$ cat src/rtl/divisor_frequencia_prog_if.sv
// Control and status bundle for the programmable clock-enable generator.
// The master side runs the channels and loads ratios; the slave side is
// the divider itself, which returns tick/sq/pend per channel.
interface divisor_frequencia_prog_if #(
  parameter int N_CH  = 2,
  parameter int WIDTH = 20,
  parameter int SEL_W = (N_CH > 1) ? $clog2(N_CH) : 1
);
  logic [N_CH-1:0]  en;
  logic             sync;
  logic             div_load;
  logic [SEL_W-1:0] div_sel;
  logic [WIDTH-1:0] div_val;
  logic [N_CH-1:0]  tick;
  logic [N_CH-1:0]  sq;
  logic [N_CH-1:0]  pend;

  modport master (
    output en, sync, div_load, div_sel, div_val,
    input  tick, sq, pend
  );

  modport slave (
    input  en, sync, div_load, div_sel, div_val,
    output tick, sq, pend
  );
endinterface

$ cat src/rtl/divisor_frequencia_prog.sv
// Multi-channel programmable clock-enable generator. Each channel divides
// clk by a runtime-loadable ratio and emits a one-cycle tick plus a
// near-50% square wave, all as enables on the single clk domain.

// One divider channel. Ratio changes are deferred to the period boundary
// so every emitted period has either the old or the new length, never a
// truncated mix of the two.
module divisor_frequencia_prog_ch #(
  parameter int               WIDTH = 20,
  parameter logic [WIDTH-1:0] INIT  = '0
) (
  input  logic             clk,
  input  logic             rst_n,
  input  logic             en,
  input  logic             sync,
  input  logic             ld,
  input  logic [WIDTH-1:0] val,
  output logic             tick,
  output logic             sq,
  output logic             pend
);
  localparam logic [WIDTH-1:0] TWO     = WIDTH'(2);
  localparam logic [WIDTH-1:0] ACT_RST = (INIT < TWO) ? TWO : INIT;

  logic [WIDTH-1:0] cnt;
  logic [WIDTH-1:0] act;
  logic [WIDTH-1:0] nxt;
  logic [WIDTH-1:0] half;
  logic             wrap;

  // Ratios 0 and 1 cannot produce a distinct tick/sq phase; run them as 2.
  function automatic logic [WIDTH-1:0] clamp2(input logic [WIDTH-1:0] v);
    return (v < TWO) ? TWO : v;
  endfunction

  // act is always >= 2, so act-1 never underflows.
  assign wrap = (cnt == act - WIDTH'(1));
  // ceil(act/2): odd ratios get the extra cycle in the high phase.
  assign half = (act >> 1) + {{(WIDTH-1){1'b0}}, act[0]};

  // Counter, active ratio and deferred-load bookkeeping.
  always_ff @(posedge clk or negedge rst_n) begin
    if (!rst_n) begin
      cnt  <= '0;
      act  <= ACT_RST;
      nxt  <= '0;
      pend <= 1'b0;
    end else if (!en) begin
      // Idle channel: nothing to glitch, so a load takes effect at once.
      cnt <= '0;
      if (ld) begin
        act  <= clamp2(val);
        nxt  <= val;
        pend <= 1'b0;
      end
    end else if (sync) begin
      // Phase realign wins over wrap; the ratio stays put, loads still queue.
      cnt <= '0;
      if (ld) begin
        nxt  <= val;
        pend <= 1'b1;
      end
    end else if (wrap) begin
      cnt  <= '0;
      pend <= 1'b0;
      if (ld)
        act <= clamp2(val);
      else if (pend)
        act <= clamp2(nxt);
    end else begin
      cnt <= cnt + WIDTH'(1);
      if (ld) begin
        nxt  <= val;
        pend <= 1'b1;
      end
    end
  end

  // Registered outputs decoded from the pre-edge counter state.
  always_ff @(posedge clk or negedge rst_n) begin
    if (!rst_n) begin
      tick <= 1'b0;
      sq   <= 1'b0;
    end else begin
      tick <= en & wrap & ~sync;
      sq   <= en & (cnt < half);
    end
  end
endmodule

// Top: fans the shared load strobe out to the addressed channel and
// replicates the channel block N_CH times.
module divisor_frequencia_prog #(
  parameter int                    N_CH     = 2,
  parameter int                    WIDTH    = 20,
  parameter logic [N_CH*WIDTH-1:0] DIV_INIT = {20'd524288, 20'd262144}
) (
  input  logic                      clk,
  input  logic                      rst_n,
  divisor_frequencia_prog_if.slave  bus
);
  localparam int SEL_W = (N_CH > 1) ? $clog2(N_CH) : 1;

  logic [N_CH-1:0] ld_w;
  logic [N_CH-1:0] tick_w;
  logic [N_CH-1:0] sq_w;
  logic [N_CH-1:0] pend_w;

  assign bus.tick = tick_w;
  assign bus.sq   = sq_w;
  assign bus.pend = pend_w;

  for (genvar i = 0; i < N_CH; i++) begin : g_ch
    // Out-of-range selects match no channel and are dropped.
    assign ld_w[i] = bus.div_load && (bus.div_sel == SEL_W'(i));

    divisor_frequencia_prog_ch #(
      .WIDTH (WIDTH),
      .INIT  (DIV_INIT[i*WIDTH +: WIDTH])
    ) u_ch (
      .clk   (clk),
      .rst_n (rst_n),
      .en    (bus.en[i]),
      .sync  (bus.sync),
      .ld    (ld_w[i]),
      .val   (bus.div_val),
      .tick  (tick_w[i]),
      .sq    (sq_w[i]),
      .pend  (pend_w[i])
    );
  end
endmodule

$ cat src/flat_wrapper.sv
// flat-port wrapper written by rule: the top's interface ports become plain ports
module divisor_frequencia_prog_flat 
#(
  parameter int                    N_CH     = 2,
  parameter int                    WIDTH    = 20,
  parameter logic [N_CH*WIDTH-1:0] DIV_INIT = {20'd524288, 20'd262144}
)
  (clk, rst_n, bus_en, bus_sync, bus_div_load, bus_div_sel, bus_div_val, bus_tick, bus_sq, bus_pend);
  divisor_frequencia_prog_if #(.N_CH(N_CH), .WIDTH(WIDTH)) bus_i ();
  input  logic clk;
  input  logic rst_n;
  input wire logic [$bits(bus_i.en)-1:0] bus_en;
  input wire logic [$bits(bus_i.sync)-1:0] bus_sync;
  input wire logic [$bits(bus_i.div_load)-1:0] bus_div_load;
  input wire logic [$bits(bus_i.div_sel)-1:0] bus_div_sel;
  input wire logic [$bits(bus_i.div_val)-1:0] bus_div_val;
  output wire logic [$bits(bus_i.tick)-1:0] bus_tick;
  output wire logic [$bits(bus_i.sq)-1:0] bus_sq;
  output wire logic [$bits(bus_i.pend)-1:0] bus_pend;
  assign bus_i.en = bus_en;
  assign bus_i.sync = bus_sync;
  assign bus_i.div_load = bus_div_load;
  assign bus_i.div_sel = bus_div_sel;
  assign bus_i.div_val = bus_div_val;
  assign bus_tick = bus_i.tick;
  assign bus_sq = bus_i.sq;
  assign bus_pend = bus_i.pend;
  divisor_frequencia_prog #(.N_CH(N_CH), .WIDTH(WIDTH), .DIV_INIT(DIV_INIT)) u_core (.clk(clk), .rst_n(rst_n), .bus(bus_i));
endmodule
$ cat config.mk
export PLATFORM = sky130hd
export DESIGN_NAME = divisor_frequencia_prog_flat
export DESIGN_NICKNAME = d
export VERILOG_FILES = /design/src/rtl/divisor_frequencia_prog_if.sv /design/src/rtl/divisor_frequencia_prog.sv /design/src/flat_wrapper.sv
export SDC_FILE = /design/constraint.sdc
export NUM_CORES = 1
export LEC_CHECK = 0
export CAP_MARGIN = 5
export CORE_UTILIZATION = 65
export CTS_CLUSTER_DIAMETER = 100
export DETAILED_ROUTE_END_ITERATION = 10
export PLACE_DENSITY_LB_ADDON = 0.2
export SKIP_LAST_GASP = 1
export SYNTH_ARGS = -nofsm -noshare
export SYNTH_HDL_FRONTEND = slang
export SYNTH_SLANG_ARGS = --single-unit
$ cat constraint.sdc
create_clock -name clk -period 10.1 [get_ports clk]
set_clock_uncertainty 0.05 [all_clocks]
set_input_delay 2.02 -clock clk [delete_from_list [all_inputs] [get_ports clk]]
set_output_delay 2.02 -clock clk [all_outputs]
set_load 0.005 [all_outputs]
==> flow_summary.toml <==
[run_status]
status = "finished clean"

[min_path]
hold_class = "reg2reg"
min_from = "u_core.g_ch[0].u_ch.nxt[17]"

[worst_setup_path]
timing.rr.start = "u_core.g_ch[0].u_ch.act[4]"
crit_start = "bus_en[0]"
startpoint_type = "input port"
critPathTopFamily = "simple AND/OR/NAND/NOR gates"
max_stage_delay_ns = 0.93
cp_num_buf_inv = 1
required_ns = 10.36
crit_slowest_cell = "clkdlybuf4s50_1"
end_kind = "register"
worstSetupPathType = "in2reg"
cp_cell_sequence = "clkdlybuf4s50_1, nand2_1, a21oi_1, nand3_1, or4b_1, o211a_1"
arrival_ns = 4.87
path_max_fanout = 30

[placed_design]
dpl_cell_area_sq_mm = 0.009205
dp_hpwl_mm = 16.41
routabilityCongestion = 0.8831
dp.cells = 1091
io_buffer_count = 32

[detailed_routing]
ant_nets = 0
via_count = 7355
remaining_drc_errors = 0
vias_per_cell = 6.549
wirelength_mm = 22.78
dr.pass1.iters = 5
drt_iter0_drc = 613
avgRoutedWirePerCell_microns = 20.29

[sta]
worstMarginPinSlew_ns = 1.217
hold_viol_final = 0
final.min_clock_period_ns = 4.608
finalCritPeriodShare_pct = 45.63
max_slew_margin_pct = 18.63
drv_slew = 0
rsz0062_at_grt = "false"
setup_tns_ns = 0
finalSetupViolCount = 0
fmax_mhz = 217.0

[final_layout]
fin_nets = 1007
instances_no_fill = 1123
fill_cells = 1004
diodes = 0
drive_above_1_share_pct = 11.83
post-route-util_pct = 73.33
final_area_sq_mm = 0.009788
syn_to_final_growth_pct = 9.016

[cts]
h-tree-depth = 4
postCtsSetupRepairBufs = 0
cts_tree = "yes"
numCtsBuffers = 17
clkTransAtPathRegs_ns = 0.06
hold_buffers = 0
cts.sinks = 126
clock_latency_ns = 0.43
cts_resized = 0
clock_path_buffers = 2
cts-root-buf = "clkbuf_16"

[grt]
grt_pass1_vias = 7307
antenna_found_initial = 0
grt_pass1_wl_mm = 38.12
grt_util_all_layers_pct = 34.28
overflow = 0
grt_max_degree = 66

[pwr]
p_total_mw = 1.619
power_density_mw_per_mm2 = 165.4
power.leakage_nw = 4.078
ir_worst_vdd_mv = 0.1412

[die]
die_x_microns = 119.5
die_area_sq_mm = 0.01429
rows = 42
design.core.area_sq_mm = 0.01335
start_util_pct = 67.27
fp.dieH_microns = 119.5
ios = 33

[job]
drv_cap = 0

[synthesis]
syn-instance-count = 946
synth_cell_type_count = 69
async_flop_share_pct = 100.0
ys_ff_latch = 126
yosysSeqAreaShare_pct = 35.14
netlist_area_sq_mm = 0.008979
syn_nets = 1019
yosysWarnings = 0
avgSynthCellArea_sq_um = 9.491
synth_enable_flop_cells = 0
ys.flop_type = "dfrtp_1"
-- registers in the layout (all words and copies together) (netlist names) --
register / flops
u_core.g_ch.u_ch.pend: 2
u_core.g_ch.u_ch.act: 40
u_core.g_ch.u_ch.tick: 2
u_core.g_ch.u_ch.sq: 2
u_core.g_ch.u_ch.cnt: 40
u_core.g_ch.u_ch.nxt: 40
-- placed cells by master, fill, tap and decap left out, drive strengths merged, types with 4 or more instances in the layout --
cell type / count
a2111oi: 5
a211oi: 6
a21o: 12
a21oi: 39
a221o: 8
a31oi: 5
and2: 4
and3: 21
clkbuf: 18
clkdlybuf4s50: 31
dfrtp: 124
ha: 46
inv: 31
mux2: 52
mux2i: 7
nand2: 89
nand2b: 9
nand3: 38
nand3b: 6
nand4: 24
nor2: 61
nor2b: 10
nor3: 35
nor3b: 4
nor4: 31
nor4b: 4
o211a: 11
o211ai: 4
o21ai: 20
o221a: 16
or3: 11
or4b: 10
xnor2: 62
xor2: 56
-- cells in the mapped netlist (10+ instances only) --
master      n  area (sq um)
dfrtp_1   124          3103
nand2_1    88         330.3
xnor2_1    62         543.0
nor2_1     61         229.0
xor2_1     56         490.5
ha_1       46         575.6
a21oi_1    38         190.2
clkbuf_1   38         142.6
nand3_1    38         190.2
nor3_1     35         175.2
nor4_1     27         168.9
nand4_1    24         150.1
inv_1      23         86.33
mux2_2     22         247.7
and3_1     21         131.4
mux2_4     20         300.3
o21ai_0    20         100.1
a21o_1     12         90.09
o211a_1    11         110.1
buf_2      10         50.05
mux2_1     10         112.6
nor2b_1    10         62.56
or3_1      10         62.56
-- area by class of cell --
type / instances / area (sq um) / area share [%]
Clock buffer: 18 / 439.2 / 4.487
Clock inverter: 14 / 143.9 / 1.470
Inverter: 23 / 86.33 / 0.8820
Multi-Input combinational cell: 732 / 5410 / 55.27
Sequential cell: 126 / 3156 / 32.24
Tap cell: 176 / 220.2 / 2.250
Timing Repair Buffer: 34 / 332.8 / 3.400
-- routing by layer --
layer	up-vias	GRT usage, %	routed length (microns)
li1	3396	-	-
met1	3586	47.59	9949
met2	316	52.64	10550
met3	57	7.034	1659
met4	0	13.44	625
met5	-	0	0
-- power by group --
group	total, mW	switching [mW]	internal (mW)
sequential	0.680	0.118	0.562
clock	0.605	0.252	0.353
combinational	0.333	0.166	0.167
total	1.62	0.537	1.08
-- metrics by stage --
stage                     worst slack (ns)  hold WS [ns]
final                                5.492        0.4859
after global routing                 5.275        0.5079
after CTS                            5.526        0.4848
after detailed placement             5.096        0.4705
after global placement               5.232        0.4567
after floorplan                      6.556        0.4314
-- cells by family (layout without fill, tap and decap cells) --
| family | after synthesis | after routing | share of synthesized area (%) |
|---|---|---|---|
| compound gates | 141 | 141 | 11.92 |
| xor+xnor | 118 | 118 | 11.51 |
| fa+ha+maj | 46 | 46 | 6.410 |
| buf+inv | 88 | 89 | 4.696 |
| flops | 126 | 126 | 35.14 |
| mux | 59 | 59 | 8.138 |
| simple gates | 368 | 368 | 22.19 |
-- worst register-to-register path, stage by stage (launching register included) --
cell,delay [ns]
dfrtp_1,0.52
nor4_1,0.49
nand3_1,0.32
xnor2_1,0.21
o221a_2,0.27
a2111oi_2,0.54
and2_1,0.78
a31oi_2,0.61
mux2_2,0.48
-- final timing paths --
| check | to | slack (ns) | cells after the start |
|---|---|---|---|
| setup / recovery | u_core.g_ch[0].u_ch.act[12] | 5.49 | 6 |
| hold / removal | u_core.g_ch[0].u_ch.nxt[17] | 0.49 | 1 |
| setup reg to reg | u_core.g_ch[0].u_ch.nxt[9] | 5.72 | 8 |
| hold reg to reg | u_core.g_ch[0].u_ch.nxt[17] | 0.49 | 1 |
| max in group asynchronous | u_core.g_ch[1].u_ch.act[1] | 7.06 | 2 |
| min in group asynchronous | u_core.g_ch[0].u_ch.cnt[7] | 1.63 | 1 |
Note: power is estimated with default switching activity, not from simulation.
